--- src/rtl/demux_deser2.sv ---
// demux_deser2: two-channel bit deserializer behind a 1:2 demux, with per-channel word buffers
// and a round-robin valid/ready output port.
module demux_deser2 #(
  parameter int W = 8
) (
  input  logic         clk,
  input  logic         rst_n,
  input  logic         en,
  input  logic         s,
  input  logic [1:0]   y,
  input  logic         bit_vld,
  input  logic         clr,
  output logic [W-1:0] out_data,
  output logic         out_ch,
  output logic         out_valid,
  input  logic         out_ready,
  output logic [1:0]   ovf
);
  localparam int CW = $clog2(W);
  logic [CW-1:0] cnt [2];
  logic [W-1:0]  sr [2];
  logic [W-1:0]  hold [2];
  logic [W-1:0]  nsr [2];
  logic [1:0]    pend, hit, done, pop;
  logic          rr, take, free, load, sel;
  assign take = bit_vld & en;
  assign free = !out_valid | out_ready;
  assign sel  = &pend ? rr : pend[1];
  assign load = free & |pend;
  always_comb begin
    for (int i = 0; i < 2; i++) begin
      nsr[i]  = {sr[i][W-2:0], y[i]};
      hit[i]  = take & (s == 1'(i));
      done[i] = hit[i] & (cnt[i] == CW'(W - 1));
      pop[i]  = load & (sel == 1'(i));
    end
  end
  always_ff @(posedge clk or negedge rst_n) begin
    if (!rst_n) begin
      for (int i = 0; i < 2; i++) begin
        cnt[i]  <= '0;
        sr[i]   <= '0;
        hold[i] <= '0;
      end
      pend <= '0;
      ovf  <= '0;
    end else if (clr) begin
      for (int i = 0; i < 2; i++) begin
        cnt[i]  <= '0;
        sr[i]   <= '0;
        hold[i] <= '0;
      end
      pend <= '0;
      ovf  <= '0;
    end else begin
      for (int i = 0; i < 2; i++) begin
        if (hit[i]) begin
          sr[i]  <= nsr[i];
          cnt[i] <= done[i] ? '0 : cnt[i] + CW'(1);
        end
        // a pop in the same cycle frees the slot, so the new word replaces it
        if (done[i] & (!pend[i] | pop[i])) hold[i] <= nsr[i];
        pend[i] <= done[i] | (pend[i] & !pop[i]);
        ovf[i]  <= ovf[i] | (done[i] & pend[i] & !pop[i]);
      end
    end
  end
  always_ff @(posedge clk or negedge rst_n) begin
    if (!rst_n) begin
      out_data  <= '0;
      out_ch    <= 1'b0;
      out_valid <= 1'b0;
      rr        <= 1'b0;
    end else if (clr) begin
      out_data  <= '0;
      out_ch    <= 1'b0;
      out_valid <= 1'b0;
      rr        <= 1'b0;
    end else if (load) begin
      out_data  <= hold[sel];
      out_ch    <= sel;
      out_valid <= 1'b1;
      rr        <= ~sel;
    end else if (free) begin
      out_valid <= 1'b0;
    end
  end
endmodule

--- config.mk ---
export PLATFORM = sky130hd
export DESIGN_NAME = demux_deser2
export DESIGN_NICKNAME = d
export VERILOG_FILES = /design/src/rtl/demux_deser2.sv
export SDC_FILE = /design/constraint.sdc
export NUM_CORES = 1
export LEC_CHECK = 0
export CORE_ASPECT_RATIO = 1.75
export CORE_MARGIN = 4
export CORE_UTILIZATION = 35
export CTS_BUF_LIST = sky130_fd_sc_hd__clkbuf_8 sky130_fd_sc_hd__clkbuf_16
export DETAILED_ROUTE_END_ITERATION = 6
export GPL_TIMING_DRIVEN = 0
export PLACE_DENSITY = 0.59
export SYNTH_ARGS = -nofsm -noshare
export SYNTH_HDL_FRONTEND = slang
export SYNTH_SLANG_ARGS = --single-unit
--- constraint.sdc ---
create_clock -name clk -period 1.9 [get_ports clk]
set_input_delay 0.38 -clock clk [delete_from_list [all_inputs] [get_ports clk]]
set_output_delay 0.38 -clock clk [all_outputs]
set_load 0.02 [all_outputs]
* Word level (Yosys, flattened, before mapping) *
Cells that the tools add are included.

operators by class
  add/subtract/negate cells = 2
  $lt $le $gt $ge = 1
  eq/ne operators = 2
  muxes and demuxes = 26
  bitwise logic cells = 26
  reduce and logical (&&, ||, !) cells = 13

operators by type and width
  operator                                                        number
  8-bit 2-to-1 mux                                                8
  1-bit bitwise AND                                               16
  16-bit 2-to-1 mux                                               1
  15-bit 2-to-1 mux                                               1
  3-bit 2-to-1 mux                                                4
  2-bit nonzero test                                              5
  1-bit 2-to-1 mux                                                8
  7-bit 2-to-1 mux                                                1
  1-bit OR                                                        7
  3-bit by 1-bit adder with 3-bit output (second input constant)  2
  3-bit equality test (second input constant)                     2
  6-bit 2-to-1 mux                                                1
  1-bit zero test                                                 5
  2-bit 2-to-1 mux                                                2
  3-bit nonzero test                                              1
  2-bit greater-or-equal comparator (second input constant)       1
  1-bit inverter                                                  2
  1-bit inverter with 2-bit output                                1
  2-bit AND reduction                                             1
  2-bit OR reduction                                              1

word-level totals
  bits in registers = 51
  output and inout bits = 12
  logic and storage cells = 82

* Depth between registers and ports, before layout *
  depth in word-level cells = 8
  gate-level depth with buffers = 6

* Least setup slack after synthesis *
No wires, ideal clock.

  kind = reg2reg
  start point = register out_valid
  end point = register hold[10] in the netlist's numbering
  arrival = 1.342 ns
  required time = 1.821 ns
  setup slack = 0.479 ns
  cell stages (with the launch flop) = 7
  path through = dfrtp_1 -> nor2b_4 -> buf_6 -> o21ai_2 -> and3_1 -> buf_4 -> mux2i_1

between the ends
  word-level cells in the longest chain between the ends = 7

RTL lines
  what                                 line  text
  start: declaration                   15    output logic out_valid,
  start signal: assignment             72    out_valid <= 1'b0;
  start signal: assignment             77    out_valid <= 1'b0;
  start signal: assignment             82    out_valid <= 1'b1;
  1-bit zero test                      27    assign free = !out_valid | out_ready;
  1-bit OR                             27
  1-bit bitwise AND                    29    assign load = free & |pend;
  1-bit bitwise AND                    35    pop[i] = load & (sel == 1'(i));
  1-bit OR                             62    if (done[i] & (!pend[i] | pop[i])) hold[i] <= nsr[i];
  1-bit bitwise AND                    62
  2-bit nonzero test (no source line)  --
  end signal: indexed assignment       62
  end: declaration                     22    logic [W-1:0] hold [2];

No other way between the ends.
A chain may end at the register's enable or synchronous reset.

* Worst setup path in the final report *
  start point = input port en
  end point = register hold[15] in the netlist's numbering

between the ends
  word-level cells in the longest chain between the ends = 5

RTL lines
  what                                 line  text
  start: declaration                   8     input logic en,
  1-bit bitwise AND                    26    assign take = bit_vld & en;
  1-bit bitwise AND                    33    hit[i] = take & (s == 1'(i));
  1-bit bitwise AND                    34    done[i] = hit[i] & (cnt[i] == CW'(W - 1));
  1-bit bitwise AND                    62
  2-bit nonzero test (no source line)  --

No other way between the ends.

==> flow_summary.json <==
{
  "design_area_sq_mm": 0.00287,
  "setup_viol": 0,
  "grt_pass1_wl_mm": 8.31,
  "ys_warn_count": 0,
  "min_period_over_period_pct": 92.4,
  "cts_tree": "yes",
  "path_clk_slew_ns": 0.07,
  "finalPower_w": 0.00223,
  "initial_core_util_pct": 36.2,
  "crit_type": "in2reg",
  "core_sq_mm": 0.00654,
  "ys_top_cells_by_count": "51 x dfrtp_1, 37 x nand2_1, 32 x nand2b_1",
  "drt_first_iter_violations": 99,
  "antenna_cells": 0,
  "crit_end": "hold[15]",
  "reg2reg_depth": 5,
  "start_kind": "input port",
  "cap_violations": 0,
  "grt_pass1_vias": 1628,
  "slew_violations": 0,
  "ys_ff_latch": 51,
  "port_buffers": 20,
  "fin_ws_ns": 0.144,
  "pre_cts_ws_ns": -0.155,
  "vias": 1641,
  "synth_top_area_share_pct": 54.0,
  "layout-drive-gt1-share_pct": 10.7,
  "ir_drop_v": 0.000375,
  "hold_class": "reg2reg",
  "worst_ep_arrival_time_ns": 1.96,
  "insertion_delay_ns": 0.28,
  "worstMarginPinSlew_ns": 0.559,
  "p_per_area_mw_per_mm2": 779,
  "critical_path.startpoint": "en",
  "die_h_um": 117,
  "place.gp.congestion": 0.724,
  "dr.pass1.iters": 5,
  "dieArea_sq_mm": 0.00819,
  "hold_viol_final": 0,
  "avgSynthCellArea_sq_um": 10.7,
  "path_max_fanout": 10,
  "die_w_um": 70.1,
  "overflow": 0,
  "cts_buffers": 5,
  "yosysMostFrequentCell": "dfrtp_1",
  "clock.fmax_mhz": 569,
  "antenna_found_initial": 0,
  "synth_edf_count": 0,
  "synth_largest_area_cell": "dfrtp_1",
  "vias_per_cell": 4.91,
  "wire_per_inst_um": 14.5,
  "skew_ns": 0.00512,
  "clock-sinks": 51,
  "ant_nets": 0,
  "synthCells": 222,
  "cp_data_required_time_ns": 2.10,
  "grt_max_degree": 40,
  "yosys.cell_types.count": 34,
  "synth.area.top_cells": "dfrtp_1 54%, nand2b_1 8.5%, mux2i_1 6.8%",
  "placed_area_sq_mm": 0.00268,
  "r2r_setup_slack_ns": 0.35,
  "io_pins": 21,
  "reg2reg_from": "out_valid",
  "core.rowCount": 39,
  "seq_area_frac_synth_pct": 54.0,
  "reg2reg_to": "out_data[7]",
  "area_delta_synth_final_pct": 21.2,
  "htreeDepth": 2,
  "cts_buffer_depth": 2,
  "cp-end-kind": "flop",
  "async_reset_ff_share_pct": 100,
  "dpl.hpwl_mm": 3.50,
  "finalNetCount": 264,
  "grt_usage_pct": 12.8,
  "period_minus_slack_ns": 1.76,
  "post-cts-setup-buffer-count": 0,
  "synth_nets": 235,
  "maxSlewHeadroom_pct": 62.5,
  "status": "completed",
  "rsz0062_at_grt": "false",
  "p_leak_nw": 1.25,
  "wl_mm": 4.83,
  "cts_root_buf": "clkbuf_16",
  "synth-main-ff-cell": "dfrtp_1",
  "synth_area_sq_mm": 0.00236,
  "route.detailed.drc": 0
}
[worst min-delay path by stage]
stage / start / endpoint / slack [ns] / cells past startpoint
5_1_grt: out_ch / out_ch / 0.51 / 1
3_5_place_dp: rst_n / cnt[5] / 0.30 / 1
2_1_floorplan: rst_n / cnt[0] / 0.08 / 0
6_report: out_ch / out_ch / 0.48 / 1
3_3_place_gp: out_ch / out_ch / 0.47 / 1
4_1_cts: out_ch / out_ch / 0.49 / 1
[kinds of logic after synthesis]
family,share of synthesized area [%]
DFF,54.0
buffers and inverters,4.34
and+or+nand+nor,21.9
adders and majority gates,2.12
AOI/OAI and AO/OA,11.0
muxes,6.77
[timing repair]
item | CTS | global route
gates resized for setup | 0 | 0
endpoints found under the hold margin | 12 | 0
hold buffers | 1 | 0
[critical path, cell delays in order]
cell             delay [ns]
clkdlybuf4s50_1        0.52
nand2_1                0.08
nor2_2                 0.33
and3_1                 0.23
buf_4                  0.20
mux2i_1                0.21
[routing by layer]
metal | vias to the layer above | track usage (%) | wire length [um]
li1 | 808 | - | -
met1 | 813 | 15.6 | 2090
met2 | 16 | 23.1 | 2620
met3 | 4 | 2.07 | 84
met4 | 0 | 4.22 | 42
met5 | - | 0 | 0
[power breakdown]
part	internal, W	switching, W
clock	0.000655	0.000376
combinational	0.0000421	0.0000684
sequential	0.00109	0.00000342
[area by class of cell]
class                           count  area (sq um)
Inverter                           10          37.5
Tap cell                           82           103
Buffer                             12          65.1
Sequential cell                    51          1280
Fill cell                         644          3670
Timing Repair Buffer               22           225
Multi-Input combinational cell    149           986
Clock buffer                        6           139
Clock inverter                      2          35.0
[stage by stage]
step           utilization, %  setup TNS, ns  hold WS (ns)  instances
2_1_floorplan               -              0        0.0844        222
3_3_place_gp             40.8         -61.57         0.469        324
3_5_place_dp             41.0          -3.78         0.302        325
4_1_cts                  43.8              0         0.487        334
5_1_grt                  43.8              0         0.510        334
6_report                 43.8              0         0.482        334
[cells in the final DEF (no fill, tap or decap), drive strengths merged, types with 2 or more instances in the layout]
master,n
a21oi,23
mux2i,16
o21ai,2
nor4b,2
dfrtp,51
a21o,2
clkdlybuf4s50,19
nand2,37
and3,2
nor2,8
nand2b,32
nor3,2
inv,10
ha,4
a222oi,8
buf,10
clkbuf,10
[registers in the layout, summed over array words and instances (netlist names)]
register and flops:
hold 16, ovf 2, out_ch 1, out_data 8, cnt 6, rr 1
out_valid 1, pend 2, nsr 14
Power figures use the tool's default switching activity.
